--- src/rtl/mem_wb_pipe_stage_if.sv ---
// Handshake and payload bundle for an elastic pipeline stage.
// The stage connects through slave; the producer/consumer side uses master.
interface mem_wb_pipe_stage_if #(
  parameter int unsigned DATA_W = 64,
  parameter int unsigned RD_W   = 5,
  parameter int unsigned CTRL_W = 2
);
  logic              in_valid;
  logic              in_ready;
  logic [RD_W-1:0]   in_rd;
  logic [DATA_W-1:0] in_alu;
  logic [DATA_W-1:0] in_rdata;
  logic [CTRL_W-1:0] in_ctrl;
  logic              flush;
  logic              out_valid;
  logic              out_ready;
  logic [RD_W-1:0]   out_rd;
  logic [DATA_W-1:0] out_alu;
  logic [DATA_W-1:0] out_rdata;
  logic [CTRL_W-1:0] out_ctrl;
  logic [1:0]        occupancy;

  modport slave (
    input  in_valid, in_rd, in_alu, in_rdata, in_ctrl, flush, out_ready,
    output in_ready, out_valid, out_rd, out_alu, out_rdata, out_ctrl, occupancy
  );

  modport master (
    output in_valid, in_rd, in_alu, in_rdata, in_ctrl, flush, out_ready,
    input  in_ready, out_valid, out_rd, out_alu, out_rdata, out_ctrl, occupancy
  );
endinterface

--- src/rtl/mem_wb_pipe_stage.sv ---
// Elastic MEM->WB pipeline register: main entry M drives outputs, skid entry S
// absorbs one extra entry under backpressure; bubbles never carry control bits.
module mem_wb_pipe_stage #(
  parameter int unsigned DATA_W = 64,
  parameter int unsigned RD_W   = 5,
  parameter int unsigned CTRL_W = 2
) (
  input logic                clk,
  input logic                reset,
  mem_wb_pipe_stage_if.slave bus
);
  logic              mv, sv;
  logic [RD_W-1:0]   m_rd, s_rd;
  logic [DATA_W-1:0] m_alu, s_alu, m_rdata, s_rdata;
  logic [CTRL_W-1:0] m_ctrl, s_ctrl;
  logic              accept, consume;

  assign bus.in_ready  = ~sv & ~reset;
  assign bus.out_valid = mv & ~reset;
  assign accept        = bus.in_valid & bus.in_ready;
  assign consume       = bus.out_valid & bus.out_ready;

  assign bus.out_rd    = m_rd;
  assign bus.out_alu   = m_alu;
  assign bus.out_rdata = m_rdata;
  assign bus.out_ctrl  = bus.out_valid ? m_ctrl : '0;
  assign bus.occupancy = reset ? 2'd0 : ({1'b0, mv} + {1'b0, sv});

  always_ff @(posedge clk) begin
    if (reset) begin
      mv      <= 1'b0;
      sv      <= 1'b0;
      m_rd    <= '0;
      m_alu   <= '0;
      m_rdata <= '0;
      m_ctrl  <= '0;
      s_rd    <= '0;
      s_alu   <= '0;
      s_rdata <= '0;
      s_ctrl  <= '0;
    end else if (bus.flush) begin
      mv <= 1'b0;
      sv <= 1'b0;
    end else if (!mv) begin
      if (accept) begin
        mv      <= 1'b1;
        m_rd    <= bus.in_rd;
        m_alu   <= bus.in_alu;
        m_rdata <= bus.in_rdata;
        m_ctrl  <= bus.in_ctrl;
      end
    end else if (!sv) begin
      if (consume && accept) begin
        m_rd    <= bus.in_rd;
        m_alu   <= bus.in_alu;
        m_rdata <= bus.in_rdata;
        m_ctrl  <= bus.in_ctrl;
      end else if (consume) begin
        mv <= 1'b0;
      end else if (accept) begin
        sv      <= 1'b1;
        s_rd    <= bus.in_rd;
        s_alu   <= bus.in_alu;
        s_rdata <= bus.in_rdata;
        s_ctrl  <= bus.in_ctrl;
      end
    end else if (consume) begin
      // Skid entry moves up; in_ready was low so no accept can race it.
      sv      <= 1'b0;
      m_rd    <= s_rd;
      m_alu   <= s_alu;
      m_rdata <= s_rdata;
      m_ctrl  <= s_ctrl;
    end
  end
endmodule

--- src/flat_wrapper.sv ---
// flat-port wrapper written by rule: the top's interface ports become plain ports
module mem_wb_pipe_stage_flat 
#(
  parameter int unsigned DATA_W = 64,
  parameter int unsigned RD_W   = 5,
  parameter int unsigned CTRL_W = 2
)
  (clk, reset, bus_in_valid, bus_in_rd, bus_in_alu, bus_in_rdata, bus_in_ctrl, bus_flush, bus_out_ready, bus_in_ready, bus_out_valid, bus_out_rd, bus_out_alu, bus_out_rdata, bus_out_ctrl, bus_occupancy);
  mem_wb_pipe_stage_if #(.DATA_W(DATA_W), .RD_W(RD_W), .CTRL_W(CTRL_W)) bus_i ();
  input logic clk;
  input logic reset;
  input wire logic [$bits(bus_i.in_valid)-1:0] bus_in_valid;
  input wire logic [$bits(bus_i.in_rd)-1:0] bus_in_rd;
  input wire logic [$bits(bus_i.in_alu)-1:0] bus_in_alu;
  input wire logic [$bits(bus_i.in_rdata)-1:0] bus_in_rdata;
  input wire logic [$bits(bus_i.in_ctrl)-1:0] bus_in_ctrl;
  input wire logic [$bits(bus_i.flush)-1:0] bus_flush;
  input wire logic [$bits(bus_i.out_ready)-1:0] bus_out_ready;
  output wire logic [$bits(bus_i.in_ready)-1:0] bus_in_ready;
  output wire logic [$bits(bus_i.out_valid)-1:0] bus_out_valid;
  output wire logic [$bits(bus_i.out_rd)-1:0] bus_out_rd;
  output wire logic [$bits(bus_i.out_alu)-1:0] bus_out_alu;
  output wire logic [$bits(bus_i.out_rdata)-1:0] bus_out_rdata;
  output wire logic [$bits(bus_i.out_ctrl)-1:0] bus_out_ctrl;
  output wire logic [$bits(bus_i.occupancy)-1:0] bus_occupancy;
  assign bus_i.in_valid = bus_in_valid;
  assign bus_i.in_rd = bus_in_rd;
  assign bus_i.in_alu = bus_in_alu;
  assign bus_i.in_rdata = bus_in_rdata;
  assign bus_i.in_ctrl = bus_in_ctrl;
  assign bus_i.flush = bus_flush;
  assign bus_i.out_ready = bus_out_ready;
  assign bus_in_ready = bus_i.in_ready;
  assign bus_out_valid = bus_i.out_valid;
  assign bus_out_rd = bus_i.out_rd;
  assign bus_out_alu = bus_i.out_alu;
  assign bus_out_rdata = bus_i.out_rdata;
  assign bus_out_ctrl = bus_i.out_ctrl;
  assign bus_occupancy = bus_i.occupancy;
  mem_wb_pipe_stage #(.DATA_W(DATA_W), .RD_W(RD_W), .CTRL_W(CTRL_W)) u_core (.clk(clk), .reset(reset), .bus(bus_i));
endmodule
--- config.mk ---
export PLATFORM = sky130hd
export DESIGN_NAME = mem_wb_pipe_stage_flat
export DESIGN_NICKNAME = d
export VERILOG_FILES = /design/src/rtl/mem_wb_pipe_stage_if.sv /design/src/rtl/mem_wb_pipe_stage.sv /design/src/flat_wrapper.sv
export SDC_FILE = /design/constraint.sdc
export NUM_CORES = 1
export LEC_CHECK = 0
export ABC_AREA = 1
export CAP_MARGIN = 30
export CORE_AREA = 2 2 161 163
export DETAILED_ROUTE_END_ITERATION = 6
export DIE_AREA = 0 0 163 165
export MAX_ROUTING_LAYER = met4
export PLACE_DENSITY = 0.85
export SKIP_CTS_REPAIR_TIMING = 1
export SYNTH_ARGS = -nofsm -noshare
export SYNTH_HDL_FRONTEND = slang
export SYNTH_SLANG_ARGS = --single-unit
--- constraint.sdc ---
create_clock -name clk -period 2.6 [get_ports clk]
set_clock_uncertainty 0.05 [all_clocks]
set_input_delay 0.39 -clock clk [delete_from_list [all_inputs] [get_ports clk]]
set_output_delay 0.39 -clock clk [all_outputs]
set_load 0.02 [all_outputs]
* Word level (Yosys, flattened, before mapping) *
Cells that the tools add are included.
Widths: inputs -> output; s select.

word-level totals
  input bits = 140
  output and inout port bits = 139
  register bits = 272
  logic and storage cells = 57

cells by class
  multiplexer cells = 30
  bitwise logic cells = 9
  eq/ne operators = 2
  reduce and logical (&&, ||, !) cells = 5
  add/subtract/negate cells = 1

operator list
  kind                count
  $mux 64             10
  $mux 5              5
  $mux 2              7
  $mux 1              8
  $ne 3x3->1 const B  2
  $reduce_and 6->1    1
  $not 1->1           5
  $and 1x1->1         4
  $reduce_and 4->1    1
  $add 1x1->2         1
  $reduce_bool 2->1   1
  $reduce_or 2->1     1
  $logic_and 1x1->1   1

* Longest topological paths before layout *
Gate-level depths: netlist (run 1).

  word-level depth = 7
  mapped depth = 11

* Worst setup path before layout (run 1) *
Ideal clock, no wire load.

  path type = input to register
  start point = input port reset
  end point = register u_core.m_rdata[24], in the netlist u_core.bus.out_rdata[24]
  stages on the path = 10
  setup slack = 0.749 ns
  data arrival time = 1.737 ns
  path through = nor2_1 -> nand3_1 -> nand3_1 -> buf_2 -> nand3_2 -> buf_4 -> buf_6 -> nand2_1 -> inv_2 -> nor2_1

between the ends
  cells in the longest elaborated chain, start to end = 6
  elaborated cells between the ends (all ways) = 10
  those cells by class = eq/ne (2); bitwise (5); reduce/logical (3)

ends and longest elaborated chain
  item                               RTL line                                          RTL
  start, declared                    flat_wrapper.sv:11                                input logic reset;
  $not 1->1                          mem_wb_pipe_stage.sv:18, mem_wb_pipe_stage.sv:19
  $and 1x1->1 (on tied branches)     mem_wb_pipe_stage.sv:19, mem_wb_pipe_stage.sv:18
  $and 1x1->1 (on tied branches)     mem_wb_pipe_stage.sv:21, mem_wb_pipe_stage.sv:20
  $logic_and 1x1->1                  mem_wb_pipe_stage.sv:53                           if (consume && accept) begin
  $ne 3x3->1 (no source line)        --
  $reduce_and 4->1 (no source line)  --
  end signal, assigned               mem_wb_pipe_stage.sv:49                           m_rdata <= bus.in_rdata;
  end signal, assigned               mem_wb_pipe_stage.sv:56                           m_rdata <= bus.in_rdata;
  end signal, assigned               mem_wb_pipe_stage.sv:72                           m_rdata <= s_rdata;
  end, declared                      mem_wb_pipe_stage.sv:14                           logic [DATA_W-1:0] m_alu, s_alu, m_rdata, s_rdata;

Parallel ways exist; a longest one is shown, timed or not.
A chain may end at the register's enable or synchronous reset.

* Worst setup path after layout (run 1) *
  start point = input port reset
  end point = output port bus_out_ctrl[0]

between the ends
  cells in the longest elaborated chain, start to end = 3

ends and longest elaborated chain
  item           RTL line                 RTL
  $not 1->1      mem_wb_pipe_stage.sv:19  assign bus.out_valid = mv & ~reset;
  $and 1x1->1    mem_wb_pipe_stage.sv:19
  $mux 2         mem_wb_pipe_stage.sv:26  assign bus.out_ctrl = bus.out_valid ? m_ctrl : '0;
  end, declared  flat_wrapper.sv:24       output wire logic [$bits(bus_i.out_ctrl)-1:0] bus_out_ctrl;

Every way passes these cells.

==> qor.txt, run 1 <==
ys async rst share -> 0%
Die ar. -> 26,900 sq um
Non-Filler Instances -> 2,891
Synth area leader -> dfxtp_1
area grow syn2layout -> 28.6%
P_sw -> 0.00265 W
Max H-tree Level -> 1
synth warn -> 0
#FFs+latches synth -> 272
sequential area share after synthesis -> 39.3%
PwrDens -> 559 nW/um^2
CP Data Required Time -> 2160 ps
IR drop worst, VDD -> 0.000497 V
first-pass GRT wire length -> 58,300 um
routed via count -> 13,800
Slowest Stage Delay on Critical Path -> 620 ps
Synth Instances -> 2,342
Commonest cells post-synth -> nand2_1 (681), inv_1 (538), nor2_1 (411)
Core Footprint -> 25,000 sq um
slowest CP cell -> clkdlybuf4s50_1
initial antenna violation count -> 3
sequential share of power -> 44.4%
Simple-Gate Fraction of Synth Area -> 36.1%
GR Util met1 -> 31.9%
average wire per standard cell -> 12.3 um
Starting DRT DRC Count -> 1,076
Leakage -> 9.63 nW
multiplexer share of the synthesized area -> 0%
combinational power share -> 16.2%
outcome -> finished clean
critical-path maximum fanout -> 5
clk slew on worst S/H paths -> 60 ps
synthesized cell area -> 13,900 sq um
worst setup path class -> primary input to output port
total power -> 0.00997 W
xor/xnor share of the synthesized area -> 0%
cts bufs inserted -> 29
switching part of the total -> 26.6%
number of I/O pins -> 279
pin count of the biggest net entering global routing -> 141
final setup TNS -> 0 ps
period utilization -> 96.5%
DP Wirelength -> 23,000 um
Synth Area in Compound Gates -> 4.95%
kind of start point of the critical path -> primary input
combinational family with the most area after synthesis -> simple AND/OR/NAND/NOR gates
Final #Nets -> 2,677
Adder-Cell Fraction of Synth Area -> 0.0903%
IO buf count -> 278
Hold Slack -> 394 ps
cell internal pwr -> 0.00732 W
Synth Net Count -> 2,483
root buffer cell -> clkbuf_16
First-pass DRT Iterations -> 6
ranking of synthesized cells by area -> dfxtp_1 (39%), nand2_1 (18%), inv_1 (15%)
clock sinks -> 272
Syn Area/Cell -> 5.92 sq um
Clk pwr share -> 39.3%
RSZ-0062 raised after global routing -> no
post-route ant nets -> 0
fin util -> 71.2%
remaining global-route overflow -> 0
# DRC -> 0
most frequent cell after synthesis -> nand2_1
crit path capture type -> output port
drt via density -> 4.79
HP Class -> primary input to register
CTS tree -> yes
Die Span X -> 163 um
placed cells -> 2,835
Initial Utilization -> 55.4%
crit path DAT -> 2070 ps
Slew @ Worst Pin -> 647 ps
fmax -> 399 MHz
total wire length -> 35,600 um
gr usage total -> 26.7%
MaxCap Viol Count -> 0
Hold Vio Cnt, Final -> 0
cell row count -> 58
main flop type after synthesis -> dfxtp_1
crit path cell chain -> clkdlybuf4s50_1, inv_8, nand2_1, nor2_1, clkdlybuf4s50_1
top-area cell type share of the netlist area -> 39.3%
critical path buffer and inverter count -> 3
minimum clock period -> 2510 ps
GR Layer Usage met3 -> 5.75%
number of synthesized flops with an enable pin -> 0
Die H -> 165 um
CP most frequent cell -> clkdlybuf4s50_1
met2 Use GR -> 45.6%
Cell variety after synth -> 20
CTS Buffer Depth -> 3
number of global-route vias before repair -> 12,500
max-slew violation count -> 0
delay-heaviest family, CP -> buffers and inverters
GRT busiest layer -> met2
relative slew slack -> 56.9%
Clock Latency Late Sink -> 550 ps
Setup Viol. Count Final -> 0
layout cell share with drive strength beyond 1 -> 3.67%
GPL Wtd Cong -> 0.815
==> flip-flops by register name, indices dropped and copies added (netlist names) <==
| register | flops |
|---|---|
| u_core.mv | 1 |
| u_core.sv | 1 |
| u_core.bus.out_rdata | 64 |
| u_core.bus.out_rd | 5 |
| u_core.s_ctrl | 2 |
| u_core.m_ctrl | 2 |
| u_core.s_rdata | 64 |
| u_core.bus.out_alu | 64 |
| u_core.s_alu | 64 |
| u_core.s_rd | 5 |
==> power by group through the flow <==
stage / combinational (W) / clock (W) / sequential [W]
6_report: 0.00162 / 0.00392 / 0.00443
5_1_grt: 0.00180 / 0.00415 / 0.00444
4_1_cts: 0.00162 / 0.00397 / 0.00443
3_5_place_dp: 0.00161 / 0 / 0.00452
3_3_place_gp: 0.00157 / 0 / 0.00452
2_1_floorplan: 0.000713 / 0 / 0.00468
==> worst register-to-register path: stages, from the launching register on <==
cell     delay [ps]
dfxtp_2         420
nand3_1         260
inv_2           120
nand2_1         100
nand2_4         100
buf_12          190
buf_12          270
nand4_1         180
nand2_1          90
nor2_1           40
==> stage by stage <==
stage / setup WS (ps) / instance area (sq um)
2_1_floorplan: 749 / 13900
3_3_place_gp: 129 / 16900
3_5_place_dp: 47.5 / 16900
4_1_cts: 71.1 / 17800
5_1_grt: 27.6 / 17800
6_report: 91.8 / 17800
==> per-layer routing <==
| layer | vias up | wire length [um] | share of wire, % |
|---|---|---|---|
| met2 | 446 | 17100 | 48 |
| met4 | 0 | 907 | 2.5 |
| met1 | 6132 | 14600 | 41 |
| met3 | 70 | 2960 | 8.3 |
| li1 | 7191 | - | - |
| met5 | - | 0 | 0 |
==> cell type report <==
class	count	area, sq um
Sequential cell	272	5450
Antenna cell	3	7.51
Fill cell	2031	7210
Timing Repair Buffer	310	3240
Inverter	550	2070
Clock inverter	6	33.8
Clock buffer	47	863
Tap cell	330	413
Multi-Input combinational cell	1373	5740
==> placed cells by master, fill, tap and decap left out, types with 15 or more instances in the layout <==
cell type        netlist  layout
o21ai_0              135     135
clkdlybuf4s50_1        0     278
buf_12                 0      16
nand2_1              681     680
buf_4                  1      15
nand4_1              135     135
inv_1                538     537
clkbuf_16              0      29
nor2_1               411     411
dfxtp_1              272     271
==> worst paths after layout <==
kind,slack [ps],to,depth (start not counted),from
worst max-delay path,90,bus_out_ctrl[0],5,reset
worst min-delay path,390,u_core.s_alu[25],3,bus_in_alu[25]
worst max register to register,690,u_core.bus.out_rdata[38],9,u_core.mv
worst min register to register,460,u_core.bus.out_alu[39],4,u_core.bus.out_alu[39]
==> cells by family after synthesis <==
kind of cell    Yosys count
flops                   272
simple gates           1235
fa+ha+maj                 1
compound gates          137
buf+inv                 697
No activity file was read; power rests on OpenSTA's default activity.
==> inputs of run 2 (changes only) <==
Settings changed: CTS_CLUSTER_DIAMETER set to 150.
==> results of run 2 <==
The final DEF is identical to that of run 1; final timing and power are the same.
==> inputs of run 3 (changes only) <==
Settings changed: CORE_AREA 2 2 161 163 to 4 4 163 165, DIE_AREA 0 0 163 165 to 0 0 167 169, SKIP_LAST_GASP set to 1.
==> run 3 against run 2 <==
Effect of this change:
- non-clock buffer count is 5 lower
- critical path type unchanged
- setup slack better by 90 ps
- critical path depth fell by 1
- register-to-register slack got worse by 130 ps
==> qor.txt, run 3 (synthesis gave the netlist of run 1 again) <==
outcome -> finished clean (unchanged)
hold wc startpoint -> bus_in_alu[36] (was bus_in_alu[25])
clk slew on worst S/H paths -> 60 ps (about the same)
post-route ant nets -> 0 (unchanged)
Max H-tree Level -> 1 (unchanged)
Starting DRT DRC Count -> 1,276 (was 1,076)
cts bufs inserted -> 29 (unchanged)
crit path cell chain -> clkdlybuf4s50_1, buf_4, nor2_1, clkdlybuf4s50_1 (was clkdlybuf4s50_1, inv_8, nand2_1, nor2_1, clkdlybuf4s50_1)
Die ar. -> 28,200 sq um (was 26,900 sq um)
# DRC -> 0 (unchanged)
drt via density -> 4.76 (was 4.79)
placed cells -> 2,830 (was 2,835)
crit path capture type -> output port (unchanged)
Leakage -> 9.66 nW (was 9.63 nW)
kind of start point of the critical path -> primary input (unchanged)
Die Span X -> 167 um (was 163 um)
initial antenna violation count -> 3 (unchanged)
DP Wirelength -> 22,900 um (was 23,000 um)
number of I/O pins -> 279 (unchanged)
minimum clock period -> 2420 ps (was 2510 ps)
slowest CP cell -> clkdlybuf4s50_1 (unchanged)
CTS Buffer Depth -> 3 (unchanged)
critical-path maximum fanout -> 4 (was 5)
most frequent cells in the layout -> nand2_1 (680), inv_1 (537), nor2_1 (411) (unchanged)
Initial Utilization -> 55.4% (unchanged)
average wire per standard cell -> 12.6 um (was 12.3 um)
cell row count -> 58 (unchanged)
Clock Latency Late Sink -> 540 ps (was 550 ps)
fin util -> 71.4% (was 71.2%)
layout cell share with drive strength beyond 1 -> 3.65% (was 3.67%)
delay-heaviest family, CP -> buffers and inverters (unchanged)
MaxCap Viol Count -> 0 (unchanged)
Final #Nets -> 2,672 (was 2,677)
most common cell after layout, fill and taps aside -> nand2_1 (unchanged)
R2R setup slack -> 560 ps (was 690 ps)
PwrDens -> 588 nW/um^2 (was 559 nW/um^2)
HP Class -> primary input to register (unchanged)
number of global-route vias before repair -> 12,600 (was 12,500)
critical path buffer and inverter count -> 3 (unchanged)
Core Footprint -> 25,000 sq um (unchanged)
routed via count -> 13,700 (was 13,800)
remaining global-route overflow -> 0 (unchanged)
Worst Setup SP -> reset (unchanged)
relative slew slack -> 32.8% (was 56.9%)
IO buf count -> 278 (unchanged)
total wire length -> 36,200 um (was 35,600 um)
First-pass DRT Iterations -> 5 (was 6)
period utilization -> 93.0% (was 96.5%)
Die H -> 169 um (was 165 um)
fmax -> 414 MHz (was 399 MHz)
worst r2r src -> u_core.sv (was u_core.mv)
max-slew violation count -> 0 (unchanged)
root buffer cell -> clkbuf_16 (unchanged)
Setup Viol. Count Final -> 0 (unchanged)
worst setup path class -> primary input to output port (unchanged)
pin count of the biggest net entering global routing -> 174 (was 141)
Slowest Stage Delay on Critical Path -> 700 ps (was 620 ps)
area grow syn2layout -> 28.9% (was 28.6%)
Hold Vio Cnt, Final -> 0 (unchanged)
clock sinks -> 272 (unchanged)
RSZ-0062 raised after global routing -> no (unchanged)
GPL Wtd Cong -> 0.815 (about the same)
Non-Filler Instances -> 2,884 (was 2,891)
Slew @ Worst Pin -> 1010 ps (was 647 ps)
crit path DAT -> 1980 ps (was 2070 ps)
CTS tree -> yes (unchanged)
CP most frequent cell -> clkdlybuf4s50_1 (unchanged)
IR drop worst, VDD -> 0.000427 V (was 0.000497 V)
gr usage total -> 25.3% (was 26.7%)
final setup TNS -> 0 ps (unchanged)
first-pass GRT wire length -> 59,700 um (was 58,300 um)
CP Data Required Time -> 2160 ps (about the same)
run 3: cell count changes in the layout (fill, tap and decap cells not counted), sizes merged:
cell	change
clkdlybuf4s50	-1
buf	-5
clkinv	-1
clkbuf	-9
clkinvlp	+2
dlymetal6s2s	+1
bufinv	+6
run 3: final cells by class:
| cell class | instances | area (sq um) |
|---|---|---|
| fillers | 2034 | 7170 |
| multi-input cells | 1373 | 5740 |
| flip-flops and latches | 272 | 5450 |
| repair buffers | 305 | 3160 |
| inverters | 550 | 2070 |
| clock buffers | 38 | 800 |
| well taps | 330 | 413 |
| clock inverters | 13 | 224 |
| diodes | 3 | 7.51 |
run 3: metal layers:
layer  global-route usage (%)  vias to the layer above  part of all wire [%]
met2                     42.7                      391                    47
met3                     5.49                       78                   7.3
li1                         -                     7173                     -
met5                        -                        -                     0
met4                     7.86                        0                   2.8
met1                     30.6                     6083                    42
run 3: metrics by stage:
step	power, W	hold WS [ps]	setup slack [ps]	area (sq um)
after detailed placement	0.00612	446	132	16800
after global placement	0.00609	444	218	16800
after global routing	0.0109	407	82.8	17900
after CTS	0.0106	386	17.9	17900
after floorplan	0.00539	439	749	13900
final	0.0105	405	182	17900
run 3: power by group:
group | switching [W] | internal (W)
Clock | 0.00171 | 0.00275
Sequential | 0.0000953 | 0.00434
Combinational | 0.000893 | 0.000722
run 3: worst register-to-register path, delay by kind of cell (launching register included):
family                 cells  cell delay (ps)
flip-flops                 1              380
buffers and inverters      2              530
AND/OR/NAND/NOR            5              870
AO/OA/AOI/OAI              1              140
run 3: worst paths after layout:
check	to	cells after the start
setup / recovery	bus_in_ready	4
hold reg to reg	u_core.bus.out_rdata[44]	4
hold / removal	u_core.s_alu[36]	3
setup reg to reg	u_core.bus.out_rdata[3]	8
